### config.mk
export PLATFORM = sky130hd
export DESIGN_NAME = mac_unit_ws_db_flat
export DESIGN_NICKNAME = d
export VERILOG_FILES = /design/src/rtl/mac_ws_pkg.sv /design/src/rtl/mac_unit_ws_db_if.sv /design/src/rtl/mac_pipe_delay.sv /design/src/rtl/mac_unit_ws_db.sv /design/src/flat_wrapper.sv
export SDC_FILE = /design/constraint.sdc
export NUM_CORES = 1
export LEC_CHECK = 0
export ABC_AREA = 1
export BUFFER_PORTS_ARGS = -buffer_cell sky130_fd_sc_hd__buf_2
export CORE_ASPECT_RATIO = 1.1
export CORE_MARGIN = 2
export CORE_UTILIZATION = 45
export DETAILED_ROUTE_END_ITERATION = 16
export HOLD_SLACK_MARGIN = 0.05
export SETUP_SLACK_MARGIN = 0.05
export SLEW_MARGIN = 15
export SYNTH_ARGS = -nofsm -noshare
export SYNTH_HDL_FRONTEND = slang
export SYNTH_HIERARCHICAL = 1
export SYNTH_SLANG_ARGS = --single-unit
### constraint.sdc
create_clock -name clk -period 10.8 [get_ports clk]
set_input_delay 1.08 -clock clk [delete_from_list [all_inputs] [get_ports clk]]
set_output_delay 1.08 -clock clk [all_outputs]
set_load 0.02 [all_outputs]
### src/rtl/mac_ws_pkg.sv
// Shared types and helpers for the weight-stationary MAC PE.
//   prod_width : width of the signed product of two IP_size operands
//                once each is extended by one bit for the signed/unsigned mode.
//   sat_add    : add two sign-extended values and report whether the result
//                leaves the signed op_size range. Also returns the clamped result.
//   sat_max/sat_min : signed op_size limits, returned in a MAX_W container.
// Values are carried in a MAX_W container, so op_size must stay below MAX_W.
package mac_ws_pkg;

   localparam int MAX_W = 64;

   typedef logic [MAX_W-1:0] wide_t;

   typedef struct packed {
      logic  ovf;
      wide_t sum;
      wide_t res;
   } sat_add_t;

   function automatic int prod_width(input int ip_size);
      return 2 * ip_size + 2;
   endfunction

   function automatic wide_t sat_max(input int op_size);
      wide_t m;
      m = '0;
      for (int i = 0; i < MAX_W; i++)
         if (i < op_size - 1) m[i] = 1'b1;
      return m;
   endfunction

   // Upper bits are all ones. Truncating to op_size leaves 100..0.
   function automatic wide_t sat_min(input int op_size);
      return ~sat_max(op_size);
   endfunction

   // a and b must be sign-extended from op_size bits. Bit op_size of the
   // sum is then the true sign of the (op_size+1)-bit result. Overflow
   // means that bit differs from bit op_size-1.
   function automatic sat_add_t sat_add(input wide_t a, input wide_t b, input int op_size);
      sat_add_t   r;
      logic [5:0] top;
      top   = 6'(op_size);
      r.sum = a + b;
      r.ovf = r.sum[top] ^ r.sum[top - 6'd1];
      if (!r.ovf)          r.res = r.sum;
      else if (r.sum[top]) r.res = sat_min(op_size);
      else                 r.res = sat_max(op_size);
      return r;
   endfunction

endpackage

### src/rtl/mac_unit_ws_db_if.sv
// Port bundle of one WS PE.
//   Inputs to the PE : en_in, clr_in, sgn_in, w_load_in, w_swap_in,
//                      x_new, w_new, psum_in
//   Outputs from PE  : en_out, clr_out, sgn_out, w_swap_out, x_old, w_old,
//                      mac_out, mac_valid, ovf_out
// master = the side that drives the PE; slave = the PE itself.
interface mac_unit_ws_db_if #(
   parameter int IP_size = 8,
   parameter int OP_size = 32
);
   logic               en_in, clr_in, sgn_in, w_load_in, w_swap_in;
   logic [IP_size-1:0] x_new, w_new;
   logic [OP_size-1:0] psum_in;
   logic               en_out, clr_out, sgn_out, w_swap_out;
   logic [IP_size-1:0] x_old, w_old;
   logic [OP_size-1:0] mac_out;
   logic               mac_valid, ovf_out;

   modport master (
      output en_in, clr_in, sgn_in, w_load_in, w_swap_in, x_new, w_new, psum_in,
      input  en_out, clr_out, sgn_out, w_swap_out, x_old, w_old, mac_out, mac_valid, ovf_out
   );

   modport slave (
      input  en_in, clr_in, sgn_in, w_load_in, w_swap_in, x_new, w_new, psum_in,
      output en_out, clr_out, sgn_out, w_swap_out, x_old, w_old, mac_out, mac_valid, ovf_out
   );
endinterface

### src/rtl/mac_pipe_delay.sv
// DEPTH-stage register chain with a valid bit per stage.
//   clk, rst (sync, active-high), vld_in/data_in -> vld_out/data_out after DEPTH edges.
// A slot that holds no valid op carries all-zero data, so stale values never
// leak downstream.
module mac_pipe_delay #(
   parameter int WIDTH = 8,
   parameter int DEPTH = 1
) (
   input  logic             clk,
   input  logic             rst,
   input  logic             vld_in,
   input  logic [WIDTH-1:0] data_in,
   output logic             vld_out,
   output logic [WIDTH-1:0] data_out
);
   logic [DEPTH-1:0]            vld_pipe;
   logic [DEPTH-1:0][WIDTH-1:0] dat;

   always_ff @(posedge clk) begin
      if (rst) begin
         vld_pipe <= '0;
         dat      <= '0;
      end else begin
         vld_pipe[0] <= vld_in;
         dat[0]      <= vld_in ? data_in : '0;
         for (int i = 1; i < DEPTH; i++) begin
            vld_pipe[i] <= vld_pipe[i-1];
            dat[i]      <= vld_pipe[i-1] ? dat[i-1] : '0;
         end
      end
   end

   assign vld_out  = vld_pipe[DEPTH-1];
   assign data_out = dat[DEPTH-1];
endmodule

### src/rtl/mac_unit_ws_db.sv
// Weight-stationary PE with double-buffered weight.
//   clk, rst : clock, synchronous active-high reset
//   bus      : slave side of mac_unit_ws_db_if (op controls, operands, weight
//              load/swap in; forwarded controls, weight chain, result out)
// The pipeline has three parts. The input stage captures x, the active weight
// and psum. The product and psum then pass through MUL_STAGES registers. The
// accumulate stage updates mac_out. A shadow weight loads in the background
// and w_swap_in commits it.
module mac_unit_ws_db
   import mac_ws_pkg::*;
#(
   parameter int IP_size        = 8,
   parameter int OP_size        = 32,
   parameter int MUL_STAGES     = 2,
   parameter int CLR_LOAD_FIRST = 1,
   parameter int SATURATE       = 0
) (
   input logic              clk,
   input logic              rst,
   mac_unit_ws_db_if.slave  bus
);
   localparam int PW = prod_width(IP_size);
   localparam int DW = 2 * OP_size + 1;

   if (OP_size < PW || OP_size >= MAX_W || MUL_STAGES < 1) begin : g_bad_params
      $error("mac_unit_ws_db: need 2*IP_size+2 <= OP_size < 64 and MUL_STAGES >= 1");
   end

   logic [IP_size-1:0] w_shadow, w_active;
   logic               s1_v, s1_c, s1_s;
   logic [IP_size-1:0] s1_x, s1_w;
   logic [OP_size-1:0] s1_psum;

   // Weights, input stage and forwarded controls. The op sampled in a swap
   // cycle captures the pre-edge w_active, so it still uses the old weight.
   always_ff @(posedge clk) begin
      if (rst) begin
         w_shadow       <= '0;
         w_active       <= '0;
         bus.w_old      <= '0;
         s1_v           <= 1'b0;
         s1_c           <= 1'b0;
         s1_s           <= 1'b0;
         s1_x           <= '0;
         s1_w           <= '0;
         s1_psum        <= '0;
         bus.en_out     <= 1'b0;
         bus.clr_out    <= 1'b0;
         bus.sgn_out    <= 1'b0;
         bus.w_swap_out <= 1'b0;
         bus.x_old      <= '0;
      end else begin
         if (bus.w_load_in) begin
            w_shadow  <= bus.w_new;
            bus.w_old <= bus.w_new;
         end else begin
            bus.w_old <= w_shadow;
         end
         if (bus.w_swap_in) w_active <= w_shadow;
         s1_v           <= bus.en_in;
         s1_c           <= bus.en_in & bus.clr_in;
         s1_s           <= bus.sgn_in;
         s1_x           <= bus.x_new;
         s1_w           <= w_active;
         s1_psum        <= bus.en_in ? bus.psum_in : '0;
         bus.en_out     <= bus.en_in;
         bus.clr_out    <= bus.en_in & bus.clr_in;
         bus.sgn_out    <= bus.sgn_in;
         bus.w_swap_out <= bus.w_swap_in;
         bus.x_old      <= bus.x_new;
      end
   end

   // The product is exact in PW bits for both signed and unsigned operands.
   logic signed [PW-1:0]      x_ext, w_ext, prod;
   logic signed [OP_size-1:0] addend;

   always_comb begin
      if (s1_s) begin
         x_ext = PW'($signed(s1_x));
         w_ext = PW'($signed(s1_w));
      end else begin
         x_ext = PW'(s1_x);
         w_ext = PW'(s1_w);
      end
      prod   = x_ext * w_ext;
      addend = OP_size'(prod);
   end

   logic               d_v, d_c;
   logic [OP_size-1:0] d_add, d_psum;

   mac_pipe_delay #(.WIDTH(DW), .DEPTH(MUL_STAGES)) u_delay (
      .clk      (clk),
      .rst      (rst),
      .vld_in   (s1_v),
      .data_in  ({s1_c, addend, s1_psum}),
      .vld_out  (d_v),
      .data_out ({d_c, d_add, d_psum})
   );

   sat_add_t r;
   always_comb r = sat_add(MAX_W'($signed(d_add)), MAX_W'($signed(d_psum)), OP_size);

   logic unused_hi;
   assign unused_hi = ^{r.sum[MAX_W-1:OP_size], r.res[MAX_W-1:OP_size]};

   // Accumulate stage. A clear op starts a new column sum and also drops the
   // overflow flag. Otherwise the flag is sticky.
   always_ff @(posedge clk) begin
      if (rst) begin
         bus.mac_out   <= '0;
         bus.mac_valid <= 1'b0;
         bus.ovf_out   <= 1'b0;
      end else begin
         bus.mac_valid <= d_v;
         if (d_v) begin
            if (d_c) begin
               bus.mac_out <= (CLR_LOAD_FIRST != 0) ? d_add : '0;
               bus.ovf_out <= 1'b0;
            end else begin
               if (r.ovf) bus.ovf_out <= 1'b1;
               bus.mac_out <= (SATURATE != 0) ? r.res[OP_size-1:0] : r.sum[OP_size-1:0];
            end
         end
      end
   end
endmodule

### src/flat_wrapper.sv
// flat-port wrapper written by rule: the top's interface ports become plain ports
module mac_unit_ws_db_flat import mac_ws_pkg::*;
#(
   parameter int IP_size        = 8,
   parameter int OP_size        = 32,
   parameter int MUL_STAGES     = 2,
   parameter int CLR_LOAD_FIRST = 1,
   parameter int SATURATE       = 0
)
  (clk, rst, bus_en_in, bus_clr_in, bus_sgn_in, bus_w_load_in, bus_w_swap_in, bus_x_new, bus_w_new, bus_psum_in, bus_en_out, bus_clr_out, bus_sgn_out, bus_w_swap_out, bus_x_old, bus_w_old, bus_mac_out, bus_mac_valid, bus_ovf_out);
  mac_unit_ws_db_if #(.IP_size(IP_size), .OP_size(OP_size)) bus_i ();
  input logic clk;
  input logic rst;
  input wire logic [$bits(bus_i.en_in)-1:0] bus_en_in;
  input wire logic [$bits(bus_i.clr_in)-1:0] bus_clr_in;
  input wire logic [$bits(bus_i.sgn_in)-1:0] bus_sgn_in;
  input wire logic [$bits(bus_i.w_load_in)-1:0] bus_w_load_in;
  input wire logic [$bits(bus_i.w_swap_in)-1:0] bus_w_swap_in;
  input wire logic [$bits(bus_i.x_new)-1:0] bus_x_new;
  input wire logic [$bits(bus_i.w_new)-1:0] bus_w_new;
  input wire logic [$bits(bus_i.psum_in)-1:0] bus_psum_in;
  output wire logic [$bits(bus_i.en_out)-1:0] bus_en_out;
  output wire logic [$bits(bus_i.clr_out)-1:0] bus_clr_out;
  output wire logic [$bits(bus_i.sgn_out)-1:0] bus_sgn_out;
  output wire logic [$bits(bus_i.w_swap_out)-1:0] bus_w_swap_out;
  output wire logic [$bits(bus_i.x_old)-1:0] bus_x_old;
  output wire logic [$bits(bus_i.w_old)-1:0] bus_w_old;
  output wire logic [$bits(bus_i.mac_out)-1:0] bus_mac_out;
  output wire logic [$bits(bus_i.mac_valid)-1:0] bus_mac_valid;
  output wire logic [$bits(bus_i.ovf_out)-1:0] bus_ovf_out;
  assign bus_i.en_in = bus_en_in;
  assign bus_i.clr_in = bus_clr_in;
  assign bus_i.sgn_in = bus_sgn_in;
  assign bus_i.w_load_in = bus_w_load_in;
  assign bus_i.w_swap_in = bus_w_swap_in;
  assign bus_i.x_new = bus_x_new;
  assign bus_i.w_new = bus_w_new;
  assign bus_i.psum_in = bus_psum_in;
  assign bus_en_out = bus_i.en_out;
  assign bus_clr_out = bus_i.clr_out;
  assign bus_sgn_out = bus_i.sgn_out;
  assign bus_w_swap_out = bus_i.w_swap_out;
  assign bus_x_old = bus_i.x_old;
  assign bus_w_old = bus_i.w_old;
  assign bus_mac_out = bus_i.mac_out;
  assign bus_mac_valid = bus_i.mac_valid;
  assign bus_ovf_out = bus_i.ovf_out;
  mac_unit_ws_db #(.IP_size(IP_size), .OP_size(OP_size), .MUL_STAGES(MUL_STAGES), .CLR_LOAD_FIRST(CLR_LOAD_FIRST), .SATURATE(SATURATE)) u_core (.clk(clk), .rst(rst), .bus(bus_i));
endmodule
==> results of run 1 <==
## routing by layer
| metal | vias up | track usage, % | routed length [µm] | part of all wire, % |
|---|---|---|---|---|
| met5 | - | 0 | 0 | 0 |
| met4 | 0 | 5.227 | 767 | 2.3 |
| met3 | 49 | 2.819 | 1914 | 5.7 |
| met2 | 243 | 32.21 | 14920 | 44 |
| met1 | 5055 | 26.86 | 16140 | 48 |
| li1 | 5947 | - | - | - |
## cell families after synthesis
logic type	count (synthesis)	share of synthesized area, %
AND/OR/NAND/NOR	809	25.17
buffers and inverters	660	18.66
flip-flops	234	30.24
adder cells (fa/ha/maj)	189	19.58
AO/OA/AOI/OAI	130	4.773
XOR/XNOR	28	1.583
## registers in the layout (all words and copies together), names as in the netlist
name,flops
u_core/s1_w,8
u_core/bus.w_swap_out,1
u_core/s1_s,1
u_core/s1_v,1
u_core/w_shadow,8
u_core/bus.mac_valid,1
u_core/s1_psum,32
u_core/s1_c,1
u_core/bus.mac_out,32
u_core/s1_x,8
u_core/bus.ovf_out,1
u_core/w_active,8
u_core/u_delay/data_out,65
u_core/u_delay/vld_pipe,2
u_core/u_delay/dat,65
## path summary, 6_finish.rpt
kind / from / end / slack, ns / cells after the start
worst max-delay path: u_core/s1_x[7] / u_core/u_delay/dat[49] / 4.64 / 21
worst min-delay path: u_core/s1_psum[8] / u_core/u_delay/dat[8] / 0.41 / 2
worst max register to register: u_core/s1_x[7] / u_core/u_delay/dat[49] / 4.64 / 21
worst min register to register: u_core/s1_psum[8] / u_core/u_delay/dat[8] / 0.41 / 2
## worst min-delay path, delay by kind of cell (launching register included)
kind | cells | cell delay [ns]
DFF | 1 | 0.30
buffers and inverters | 1 | 0.04
and+or+nand+nor | 1 | 0.03
## power groups by stage
stage               logic [mW]  clock network (mW)  registers, mW
floorplan                0.108                   0          0.910
global placement         0.136                   0          0.916
detailed placement       0.138                   0          0.916
CTS                      0.139               0.944          0.897
global route             0.158               0.978          0.899
finish                   0.137               0.909          0.897
## through the flow
| stage | instances | setup slack [ns] | hold WS [ns] | power [mW] | cell area, µm² |
|---|---|---|---|---|---|
| global route | 2533 | 4.098 | 0.4259 | 2.035 | 16670 |
| global placement | 2485 | 4.761 | 0.4007 | 1.052 | 15770 |
| finish | 2534 | 4.638 | 0.4087 | 1.943 | 16680 |
| floorplan | 2050 | 4.949 | 0.3936 | 1.018 | 15490 |
| detailed placement | 2485 | 4.605 | 0.3966 | 1.054 | 15770 |
| CTS | 2533 | 4.577 | 0.4089 | 1.980 | 16670 |
## layout make-up
| cell class | instances | area [µm²] | area share [%] |
|---|---|---|---|
| multi-input cells | 1156 | 7916 | 47.47 |
| flip-flops and latches | 234 | 4684 | 28.09 |
| inverters | 543 | 2038 | 12.22 |
| clock buffers | 31 | 709.4 | 4.254 |
| repair buffers | 114 | 585.6 | 3.511 |
| well taps | 438 | 548.0 | 3.286 |
| clock inverters | 17 | 192.7 | 1.155 |
| diodes | 1 | 2.502 | 0.01500 |
## placed cells by master (no fill, tap or decap), drive strengths merged
master / instances
inv: 543
nand2: 432
nor2: 274
dfxtp: 234
buf: 114
ha: 100
fa: 89
a21oi: 79
nand3: 70
clkbuf: 31
o21ai: 26
xor2: 18
nor3: 13
clkinv: 11
xnor2: 10
nand4: 10
o211ai: 8
and2: 6
o21bai: 6
a31oi: 4
clkinvlp: 3
bufinv: 3
or2: 3
o21a: 2
o221a: 2
diode: 1
o31ai: 1
and3: 1
a221oi: 1
a21o: 1
==> qor_table.md, run 1 <==
| Metric | This run |
| --- | --- |
| Status | completed |
| Clock root buffer | sky130_fd_sc_hd__clkbuf_16 |
| Final number of setup-violating endpoints | 0 |
| Sw Pwr | 0.4707 mW |
| Post-CTS setup buffer count | 0 |
| Min-delay worst type | reg -> reg |
| Synthesis-to-layout area growth | 7.648% |
| Fraction of layout instances using a drive strength above 1 | 14.27% |
| Detail-routed via count per cell | 4.457 |
| Max Cap Viol | 0 |
| Main area contributors after synthesis | sky130_fd_sc_hd__dfxtp_1 (30%), sky130_fd_sc_hd__inv_1 (13%), sky130_fd_sc_hd__fa_1 (12%), sky130_fd_sc_hd__nand2_1 (9.9%), sky130_fd_sc_hd__ha_1 (8.1%) |
| Design internal power | 1.472 mW |
| Combinational fraction of design power | 7.0% |
| Max-slew headroom | 30.98% |
| Cell breakdown of the critical path | nand2_1, inv_1, nand2_1, fa_1, fa_1, inv_1, fa_1, fa_1, fa_1, inv_1, fa_1, inv_1, ha_1, nand2_1, nor3_1, nand3_1, nand3_1, nand3_1, nand2_1, inv_1, nor2_4 |
| Utilization after layout | 49.02% |
| Final critical-path required period | 6.162 ns |
| Number of design-rule violations left by the first detailed-router iteration | 661 |
| Critical path launch point type | flop |
| CTS-repair resized insts | 0 |
| Synth Register Bits | 234 |
| Number of antenna-violating nets in the routed design | 0 |
| Power per standard cell area | 116.5 nW/µm² |
| Post-synth top cells | sky130_fd_sc_hd__inv_1 (530), sky130_fd_sc_hd__nand2_1 (408), sky130_fd_sc_hd__dfxtp_1 (234), sky130_fd_sc_hd__nor2_1 (191), sky130_fd_sc_hd__ha_1 (100) |
| Wire length of the first global-routing pass | 56440 µm |
| Post-CTS Hold Fix Bufs | 0 |
| Summed negative setup slack over all endpoints | 0 ns |
| Power share of the clock group | 46.8% |
| Post-DR wirelength/cell | 13.32 µm |
| Hold violation count in the final report | 0 |
| Final worst clock skew | 0.01013 ns |
| Synthesized Nets | 2294 |
| Peak fanout along the critical path | 15 |
| Hpwl dp | 27500 µm |
| Port Buffers | 108 |
| Starting density of the core | 45.53% |
| Top achievable clock speed | 0.1623 GHz |
| Clock tree from TritonCTS | built |
| Number of buffers created by CTS | 26 |
| Dominant delay contributor by cell family on the critical path | adder cells |
| Die Width | 180.9 µm |
| Arrival time reported for the critical path endpoint | 6.64 ns |
| Post-synthesis cell type with the largest combined area | sky130_fd_sc_hd__dfxtp_1 |
| Insertion delay of the later-clocked pin in the worst-skew pair | 0.55 ns |
| # rows | 71 |
| Slew Viols, Final | 0 |
| Remaining Overflow, GRT | 0 |
| Level count of the clock H-tree | 1 |
| Yosys top cell area share | 30.24% |
| Share of total power consumed by net switching | 24.23% |
| Top-count cell post-synth | sky130_fd_sc_hd__inv_1 |
| Worst Path Buf+Inv | 5 |
| Core outline area | 34020 µm² |
| Proportion of synthesized chip area in sequential cells | 30.24% |
| Synth warnings | 6 |
| Number of optimization iterations in the first detailed-route pass | 6 |
| Clock Pin Slew Worst Setup and Hold Paths | 0.06 ns |
| Type of the worst setup path | reg -> reg |
| Post-route fraction of the period consumed by the critical path | 57.06% |
| Async SR Flop Fraction | 0% |
| Cell repeated most along the worst path | sky130_fd_sc_hd__fa_1 |
| Routability Congestion | 0.9104 |
| Number of distinct library cells after synthesis | 39 |
| Max IR drop VDD | 0.00009455 V |
| Final wirelength | 33740 µm |
| Overall via count from detail_route | 11.29k |
| Worst path max stage delay | 0.69 ns |
| Library cell contributing the largest single delay on the critical path | sky130_fd_sc_hd__fa_1 |
| Unrepaired setup endpoints after global routing | no |
| Critical Path RT | 11.28 ns |
| Number of instances in the synthesized netlist | 2050 |
| Number of buffers between clock root and the deepest sink | 3 |
| Drc violations | 0 |
| Sequential cell fraction of total power | 46.2% |
| Filler cell count in the final layout | 3454 |
| Number of nets in the final layout | 2319 |
| Critical path endpoint category | flop |
| Number of synthesized flops with an enable pin | 0 |
| Transition time of the tightest slew-check pin | 1.035 ns |
| Post-synthesis cell area | 15490 µm² |
| Clk sinks | 234 |
| Vias in the first global route | 11.50k |
| Total die area | 35930 µm² |
| Height of the chip | 198.6 µm |
| Leak | 8.556 nW |
| Synthesized area per cell | 7.557 µm² |
| Total global-route track usage | 19.53% |
| Top-level port count | 109 |
| Main flop type after synthesis | sky130_fd_sc_hd__dfxtp_1 |
| Largest net degree at the start of global routing | 52 |
| Number of antenna violations at the first check in global routing | 0 |
Note: power is estimated with default switching activity, not from simulation.
==> run 2, diff against run 1 <==
Clock period 10.8 ns to 5.7 ns, I/O delays scaled along.
==> qor_table.md, run 2 (synthesis gave the netlist of run 1 again) <==
| Metric | This run | vs previous |
| --- | --- | --- |
| Status | completed | unchanged |
| Type of the worst setup path | reg -> reg | unchanged |
| Max Cap Viol | 0 | unchanged |
| Library cell contributing the largest single delay on the critical path | sky130_fd_sc_hd__fa_1 | unchanged |
| Overall via count from detail_route | 11.53k | was 11.29k |
| Top Metal Used | met4 | unchanged |
| Number of antenna violations at the first check in global routing | 0 | unchanged |
| Arrival time reported for the critical path endpoint | 5.82 ns | was 6.64 ns |
| Number of buffers between clock root and the deepest sink | 3 | unchanged |
| Critical Path RT | 6.10 ns | was 11.28 ns |
| Drc violations | 0 | unchanged |
| Post-CTS Hold Fix Bufs | 0 | unchanged |
| Peak fanout along the critical path | 8 | was 15 |
| Insertion delay of the later-clocked pin in the worst-skew pair | 0.54 ns | was 0.55 ns |
| Share of total power consumed by net switching | 24.06% | was 24.23% |
| Number of optimization iterations in the first detailed-route pass | 5 | was 6 |
| Combinational fraction of design power | 7.8% | was 7.0% |
| Top achievable clock speed | 0.1845 GHz | was 0.1623 GHz |
| Power share of the clock group | 47.4% | was 46.8% |
| Number of antenna-violating nets in the routed design | 0 | unchanged |
| Critical path endpoint category | flop | unchanged |
| Fraction of layout instances using a drive strength above 1 | 16.25% | was 14.27% |
| Critical path launch point type | flop | unchanged |
| Worst setup slack for register-to-register paths | 0.28 ns | was 4.64 ns |
| Sw Pwr | 0.9030 mW | was 0.4707 mW |
| Total global-route track usage | 19.20% | was 19.53% |
| Minimum setup slack in the final design | 0.2796 ns | was 4.638 ns |
| Slew Viols, Final | 0 | unchanged |
| Leak | 8.702 nW | was 8.556 nW |
| Max IR drop VDD | 0.0002311 V | was 0.00009455 V |
| Sequential cell fraction of total power | 44.9% | was 46.2% |
| Most frequent cells in the layout | sky130_fd_sc_hd__inv_1 (526), sky130_fd_sc_hd__nand2_1 (405), sky130_fd_sc_hd__dfxtp_1 (233) | was sky130_fd_sc_hd__inv_1 (529), sky130_fd_sc_hd__nand2_1 (408), sky130_fd_sc_hd__dfxtp_1 (234) |
| Post-DR wirelength/cell | 13.16 µm | was 13.32 µm |
| Routability Congestion | 0.9329 | was 0.9104 |
| Number of buffers created by CTS | 26 | unchanged |
| Final critical-path required period | 5.420 ns | was 6.162 ns |
| M1 WL | 16290 µm | was 16140 µm |
| Port Buffers | 108 | unchanged |
| Synthesis-to-layout area growth | 9.683% | was 7.648% |
| Total die area | 35930 µm² | unchanged |
| Starting density of the core | 45.53% | unchanged |
| Detail-routed via count per cell | 4.500 | was 4.457 |
| Logic depth of the worst register-to-register path | 25 | was 21 |
| Core outline area | 34020 µm² | unchanged |
| Number of placed instances with taps included | 2508 | was 2485 |
| Detailed route wirelength on metal3 | 1755 µm | was 1914 µm |
| Crit path depth | 25 | was 21 |
| Number of nets in the final layout | 2347 | was 2319 |
| Level count of the clock H-tree | 1 | unchanged |
| Power per standard cell area | 220.9 nW/µm² | was 116.5 nW/µm² |
| Number of design-rule violations left by the first detailed-router iteration | 510 | was 661 |
| Top-level port count | 109 | unchanged |
| Total Power | 3.753 mW | was 1.943 mW |
| Destination of the worst register-to-register timing path | u_core/u_delay/dat[47] | was u_core/u_delay/dat[49] |
| Vias in the first global route | 11.38k | was 11.50k |
| Post-route insts no fill | 2561 | was 2534 |
| Remaining Overflow, GRT | 0 | unchanged |
| Leading cell type in the layout, fill and taps excluded | sky130_fd_sc_hd__inv_1 | unchanged |
| Clock root buffer | sky130_fd_sc_hd__clkbuf_16 | unchanged |
| Final Instance Area | 16990 µm² | was 16680 µm² |
| Worst path max stage delay | 0.57 ns | was 0.69 ns |
| Startpoint of the worst register-to-register path | u_core/s1_w[7] | was u_core/s1_x[7] |
| Final wirelength | 33710 µm | was 33740 µm |
| Transition time of the tightest slew-check pin | 1.050 ns | was 1.035 ns |
| Dominant delay contributor by cell family on the critical path | adder cells | unchanged |
| Hold depth | 3 | was 2 |
| Capturing instance or port of the critical path | u_core/u_delay/dat[47] | was u_core/u_delay/dat[49] |
| Summed negative setup slack over all endpoints | 0 ns | unchanged |
| Sum of met2 wire segment lengths after detailed routing | 14980 µm | was 14920 µm |
| Worst Path Buf+Inv | 8 | was 5 |
| Clock Pin Slew Worst Setup and Hold Paths | 0.06 ns | about the same |
| Cell repeated most along the worst path | sky130_fd_sc_hd__inv_1 | was sky130_fd_sc_hd__fa_1 |
| Start point of the critical path | u_core/s1_w[7] | was u_core/s1_x[7] |
| Final antenna diode count | 0 | was 1 |
| Hold violation count in the final report | 0 | unchanged |
| Min-delay worst type | in -> reg | was reg -> reg |
| Final number of setup-violating endpoints | 0 | unchanged |
| Height of the chip | 198.6 µm | unchanged |
| Final worst clock skew | 0.02593 ns | was 0.01013 ns |
| Unrepaired setup endpoints after global routing | yes | was no |
| Design internal power | 2.850 mW | was 1.472 mW |
| Largest net degree at the start of global routing | 48 | was 52 |
| Hold wc startpoint | bus_psum_in[28] | was u_core/s1_psum[8] |
| Hpwl dp | 27650 µm | was 27500 µm |
| Die Width | 180.9 µm | unchanged |
| Clock tree from TritonCTS | built | unchanged |
| Post-route fraction of the period consumed by the critical path | 95.09% | was 57.06% |
| Max-slew headroom | 29.81% | was 30.98% |
| Clk sinks | 234 | unchanged |
| Pre-CTS setup slack | -0.03290 ns | was 4.605 ns |
| # rows | 71 | unchanged |
| Placed cell areas | 15950 µm² | was 15770 µm² |
| Wire length of the first global-routing pass | 55970 µm | was 56440 µm |
==> run 2: through the flow <==
stage,utilization [%],hold slack (ns)
after floorplan,-,0.3936
after global placement,46.88,0.3963
after detailed placement,46.88,0.3979
after CTS,49.66,0.2150
after global routing,49.94,0.2243
final,49.94,0.2363
==> run 2: worst min-delay path by stage <==
stage	end	slack (ns)
after floorplan	u_core/u_delay/dat[0]	0.39
after global placement	u_core/u_delay/data_out[24]	0.40
after detailed placement	u_core/u_delay/data_out[24]	0.40
after CTS	u_core/s1_psum[28]	0.22
after global routing	u_core/s1_psum[11]	0.22
final	u_core/s1_psum[28]	0.24
==> run 2: routing by layer <==
layer | vias to the layer above | global-route usage (%)
li1 | 6013 | -
met2 | 262 | 32.07
met4 | 0 | 4.510
met5 | - | 0
met1 | 5204 | 26.51
met3 | 46 | 2.435
==> run 2: power groups by stage <==
| stage | registers [mW] | logic (mW) | clock network [mW] |
|---|---|---|---|
| 2_1_floorplan | 1.72 | 0.205 | 0 |
| 3_3_place_gp | 1.72 | 0.284 | 0 |
| 3_5_place_dp | 1.72 | 0.288 | 0 |
| 4_1_cts | 1.68 | 0.291 | 1.82 |
| 5_1_grt | 1.69 | 0.333 | 1.89 |
| 6_report | 1.68 | 0.291 | 1.78 |
==> run 2: cell type report <==
class | instances | area (µm²)
Inverter | 543 | 2042
Timing Repair Buffer | 141 | 788.3
Clock buffer | 28 | 658.1
Tap cell | 438 | 548.0
Fill cell | 3450 | 17030
Multi-Input combinational cell | 1157 | 7996
Clock inverter | 20 | 274.0
Sequential cell | 234 | 4686
==> run 2: repair_timing <==
item,in CTS,in global routing
gates resized for setup,3,19
pin swaps,1,3
hold endpoints to repair,0,0
gates cloned,0,1
setup endpoints to repair,16,18
setup buffers,1,3
==> run 2: worst min-delay path: cells and delay by family <==
| kind | cells | cell delay [ns] |
|---|---|---|
| buf+inv | 2 | 0.13 |
| simple gates | 1 | 0.03 |
==> run 3, diff against run 2 <==
Settings changed: ABC_AREA 1 to 0, CORE_UTILIZATION 45 to 60, PLACE_DENSITY from default to 0.8.
==> qor_table.md, run 3 <==
| Metric | This run | vs previous |
| --- | --- | --- |
| Status | completed | unchanged |
| Cell breakdown of the critical path | and2_4, nand2_2, fa_2, buf_4, fa_1, inv_1, fa_1, fa_1, fa_1, inv_1, fa_1, inv_1, ha_4, nand4_1, nand3_2, o41ai_4, xnor2_2, buf_6, and3b_1 |  |
| Post-DR wirelength/cell | 15.13 µm | was 13.16 µm |
| Summed negative setup slack over all endpoints | 0 ns | unchanged |
| Minimum setup slack in the final design | 0.1757 ns | was 0.2796 ns |
| Post-route fraction of the period consumed by the critical path | 96.92% | was 95.09% |
| Max-slew headroom | 25.03% | was 29.81% |
| Transition time of the tightest slew-check pin | 1.125 ns | was 1.050 ns |
| Number of design-rule violations left by the first detailed-router iteration | 425 | was 510 |
| Height of the chip | 162.6 µm | was 198.6 µm |
| Total global-route track usage | 22.10% | was 19.20% |
| Critical path endpoint category | flop | unchanged |
| Level count of the clock H-tree | 1 | unchanged |
| Clock tree from TritonCTS | built | unchanged |
| Arrival time reported for the critical path endpoint | 5.93 ns | was 5.82 ns |
| Largest net degree at the start of global routing | 125 | was 48 |
| Async SR Flop Fraction | 0% | unchanged |
| Final antenna diode count | 0 | unchanged |
| Vias in the first global route | 9092 | was 11.38k |
| Final worst clock skew | 0.01177 ns | was 0.02593 ns |
| Remaining Overflow, GRT | 0 | unchanged |
| Main flop type after synthesis | sky130_fd_sc_hd__dfxtp_1 | unchanged |
| Total Power | 3.422 mW | was 3.753 mW |
| Peak fanout along the critical path | 8 | unchanged |
| Insertion delay of the later-clocked pin in the worst-skew pair | 0.52 ns | was 0.54 ns |
| Utilization after layout | 66.20% | was 49.94% |
| Synth Register Bits | 234 | unchanged |
| Final wirelength | 26500 µm | was 33710 µm |
| Max IR drop VDD | 0.0002516 V | was 0.0002311 V |
| Final hold slack | 0.2475 ns | was 0.2363 ns |
| Core outline area | 22640 µm² | was 34020 µm² |
| Number of optimization iterations in the first detailed-route pass | 6 | was 5 |
| Leading cell type in the layout, fill and taps excluded | sky130_fd_sc_hd__dfxtp_1 | was sky130_fd_sc_hd__inv_1 |
| Proportion of synthesized chip area in sequential cells | 34.14% | was 30.24% |
| Min-delay worst type | in -> reg | unchanged |
| Number of instances in the synthesized netlist | 1400 | was 2050 |
| Final critical-path required period | 5.524 ns | was 5.420 ns |
| Max Cap Viol | 0 | unchanged |
| Fraction of layout instances using a drive strength above 1 | 15.37% | was 16.25% |
| Worst path max stage delay | 0.56 ns | was 0.57 ns |
| Type of the worst setup path | reg -> reg | unchanged |
| Pre-CTS setup slack | -0.1971 ns | was -0.03290 ns |
| Overall via count from detail_route | 9168 | was 11.53k |
| Top-count cell post-synth | sky130_fd_sc_hd__dfxtp_1 | was sky130_fd_sc_hd__inv_1 |
| Starting density of the core | 60.61% | was 45.53% |
| Number of nets in the final layout | 1678 | was 2347 |
| Wire length of the first global-routing pass | 43570 µm | was 55970 µm |
| Number of synthesized flops with an enable pin | 0 | unchanged |
| Filler cell count in the final layout | 1839 | was 3450 |
| Routability Congestion | 0.8847 | was 0.9329 |
| Power per standard cell area | 228.3 nW/µm² | was 220.9 nW/µm² |
| # rows | 58 | was 71 |
| Number of antenna violations at the first check in global routing | 0 | unchanged |
| Unrepaired setup endpoints after global routing | yes | unchanged |
| Most frequent cells in the layout | sky130_fd_sc_hd__dfxtp_1 (225), sky130_fd_sc_hd__inv_1 (139), sky130_fd_sc_hd__and3b_1 (130) | was sky130_fd_sc_hd__inv_1 (526), sky130_fd_sc_hd__nand2_1 (405), sky130_fd_sc_hd__dfxtp_1 (233) |
| Hold violation count in the final report | 0 | unchanged |
| Total die area | 24100 µm² | was 35930 µm² |
| Yosys top cell area share | 34.14% | was 30.24% |
| Number of buffers between clock root and the deepest sink | 3 | unchanged |
| Clk sinks | 234 | unchanged |
| Port Buffers | 108 | unchanged |
| Detail-routed via count per cell | 5.236 | was 4.500 |
| Final number of setup-violating endpoints | 0 | unchanged |
| Critical Path RT | 6.11 ns | was 6.10 ns |
| Library cell contributing the largest single delay on the critical path | sky130_fd_sc_hd__fa_1 | unchanged |
| Post-synthesis cell type with the largest combined area | sky130_fd_sc_hd__dfxtp_1 | unchanged |
| Synth warnings | 6 | unchanged |
| Drc violations | 0 | unchanged |
| Synthesized area per cell | 9.802 µm² | was 7.557 µm² |
| Clock Pin Slew Worst Setup and Hold Paths | 0.06 ns | about the same |
| Clock root buffer | sky130_fd_sc_hd__clkbuf_16 | unchanged |
| Synthesized Nets | 1644 | was 2294 |
| Leak | 7.614 nW | was 8.702 nW |
| Hpwl dp | 19560 µm | was 27650 µm |
| Slew Viols, Final | 0 | unchanged |
| Number of antenna-violating nets in the routed design | 0 | unchanged |
| Post-synthesis cell area | 13720 µm² | was 15490 µm² |
| Post-CTS Hold Fix Bufs | 0 | unchanged |
| Number of buffers created by CTS | 24 | was 26 |
| Top achievable clock speed | 0.1810 GHz | was 0.1845 GHz |
| Main area contributors after synthesis | sky130_fd_sc_hd__dfxtp_1 (34%), sky130_fd_sc_hd__fa_1 (13%), sky130_fd_sc_hd__ha_1 (9.1%), sky130_fd_sc_hd__and3b_1 (8.3%), sky130_fd_sc_hd__inv_1 (3.9%) | was sky130_fd_sc_hd__dfxtp_1 (30%), sky130_fd_sc_hd__inv_1 (13%), sky130_fd_sc_hd__fa_1 (12%), sky130_fd_sc_hd__nand2_1 (9.9%), sky130_fd_sc_hd__ha_1 (8.1%) |
| Top-level port count | 109 | unchanged |
| Synthesis-to-layout area growth | 9.218% | was 9.683% |
| Cell repeated most along the worst path | sky130_fd_sc_hd__fa_1 | was sky130_fd_sc_hd__inv_1 |
| Die Width | 148.2 µm | was 180.9 µm |
| Number of distinct library cells after synthesis | 60 | was 39 |
| Critical path launch point type | flop | unchanged |
| Post-synth top cells | sky130_fd_sc_hd__dfxtp_1 (234), sky130_fd_sc_hd__inv_1 (142), sky130_fd_sc_hd__and3b_1 (130), sky130_fd_sc_hd__ha_1 (100), sky130_fd_sc_hd__fa_1 (89) | was sky130_fd_sc_hd__inv_1 (530), sky130_fd_sc_hd__nand2_1 (408), sky130_fd_sc_hd__dfxtp_1 (234), sky130_fd_sc_hd__nor2_1 (191), sky130_fd_sc_hd__ha_1 (100) |
## run 3: cell count changes after synthesis, moves of 36 or more
cell,change
sky130_fd_sc_hd__inv_1,-388
sky130_fd_sc_hd__nand2_1,-333
sky130_fd_sc_hd__and3b_1,+130
sky130_fd_sc_hd__nor2_1,-123
sky130_fd_sc_hd__and2_1,+79
sky130_fd_sc_hd__nor2_4,-78
sky130_fd_sc_hd__nand3_1,-57
sky130_fd_sc_hd__a21oi_1,-36
## run 3: through the flow
step | std cells | instance area [µm²]
floorplan | 1400 | 13730
global placement | 1700 | 14010
detailed placement | 1700 | 14010
CTS | 1743 | 14820
global route | 1751 | 14990
finish | 1751 | 14990
## run 3: timing repair
| item | in CTS | in global routing |
|---|---|---|
| gates resized for setup | 4 | 32 |
| buffers inserted | 0 | 7 |
| pin swaps | 1 | 14 |
| endpoints found under the setup margin | 16 | 17 |
| cloned | 0 | 1 |
## run 3: metal layers
metal  up-vias  GRT usage [%]  share of wire [%]
met4         0          5.758                2.3
li1       4588              -                  -
met3        46          2.829                5.1
met5         -              0                  0
met1      4308          31.47                 47
met2       226          35.86                 45
## run 3: path summary, 6_finish.rpt
path                            slack, ns                  start  cells after the start                          to
worst min register to register       0.45  u_core/u_delay/dat[5]                      1  u_core/u_delay/data_out[5]
worst max-delay path                 0.18            u_core/s1_s                     19      u_core/u_delay/dat[49]
worst max register to register       0.18            u_core/s1_s                     19      u_core/u_delay/dat[49]
worst min-delay path                 0.25        bus_psum_in[19]                      2          u_core/s1_psum[19]
## run 3: critical path: cells and delay by family, from the launching register on
kind | cells | cell delay (ns)
compound gates | 1 | 0.35
xor+xnor | 1 | 0.16
fa+ha+maj | 7 | 3.39
buf+inv | 5 | 0.50
flops | 1 | 0.38
simple gates | 5 | 0.65
## run 3: cells by family (layout without fill, tap and decap cells)
family                   after synthesis  after routing  share of synthesized area (%)
buffers and inverters                277            328                          10.00
multiplexers                          26             26                          1.896
XOR/XNOR                              61             61                          3.893
AO/OA/AOI/OAI                        160            160                          7.640
AND/OR/NAND/NOR                      453            453                          20.33
adder cells (fa/ha/maj)              189            189                          22.10
flip-flops                           234            234                          34.14
## run 3: final cells by class
class	count	area (µm²)	share of cell area [%]
Clock buffer	29	649.4	4.333
Clock inverter	14	147.6	0.9851
Inverter	142	533.0	3.556
Multi-Input combinational cell	889	7769	51.83
Sequential cell	234	4703	31.38
Tap cell	300	375.4	2.504
Timing Repair Buffer	143	810.8	5.409
## run 3: power breakdown
part	switching [mW]	internal [mW]
clock network	0.637	0.908
logic	0.102	0.0829
registers	0.0250	1.67
total	0.764	2.66
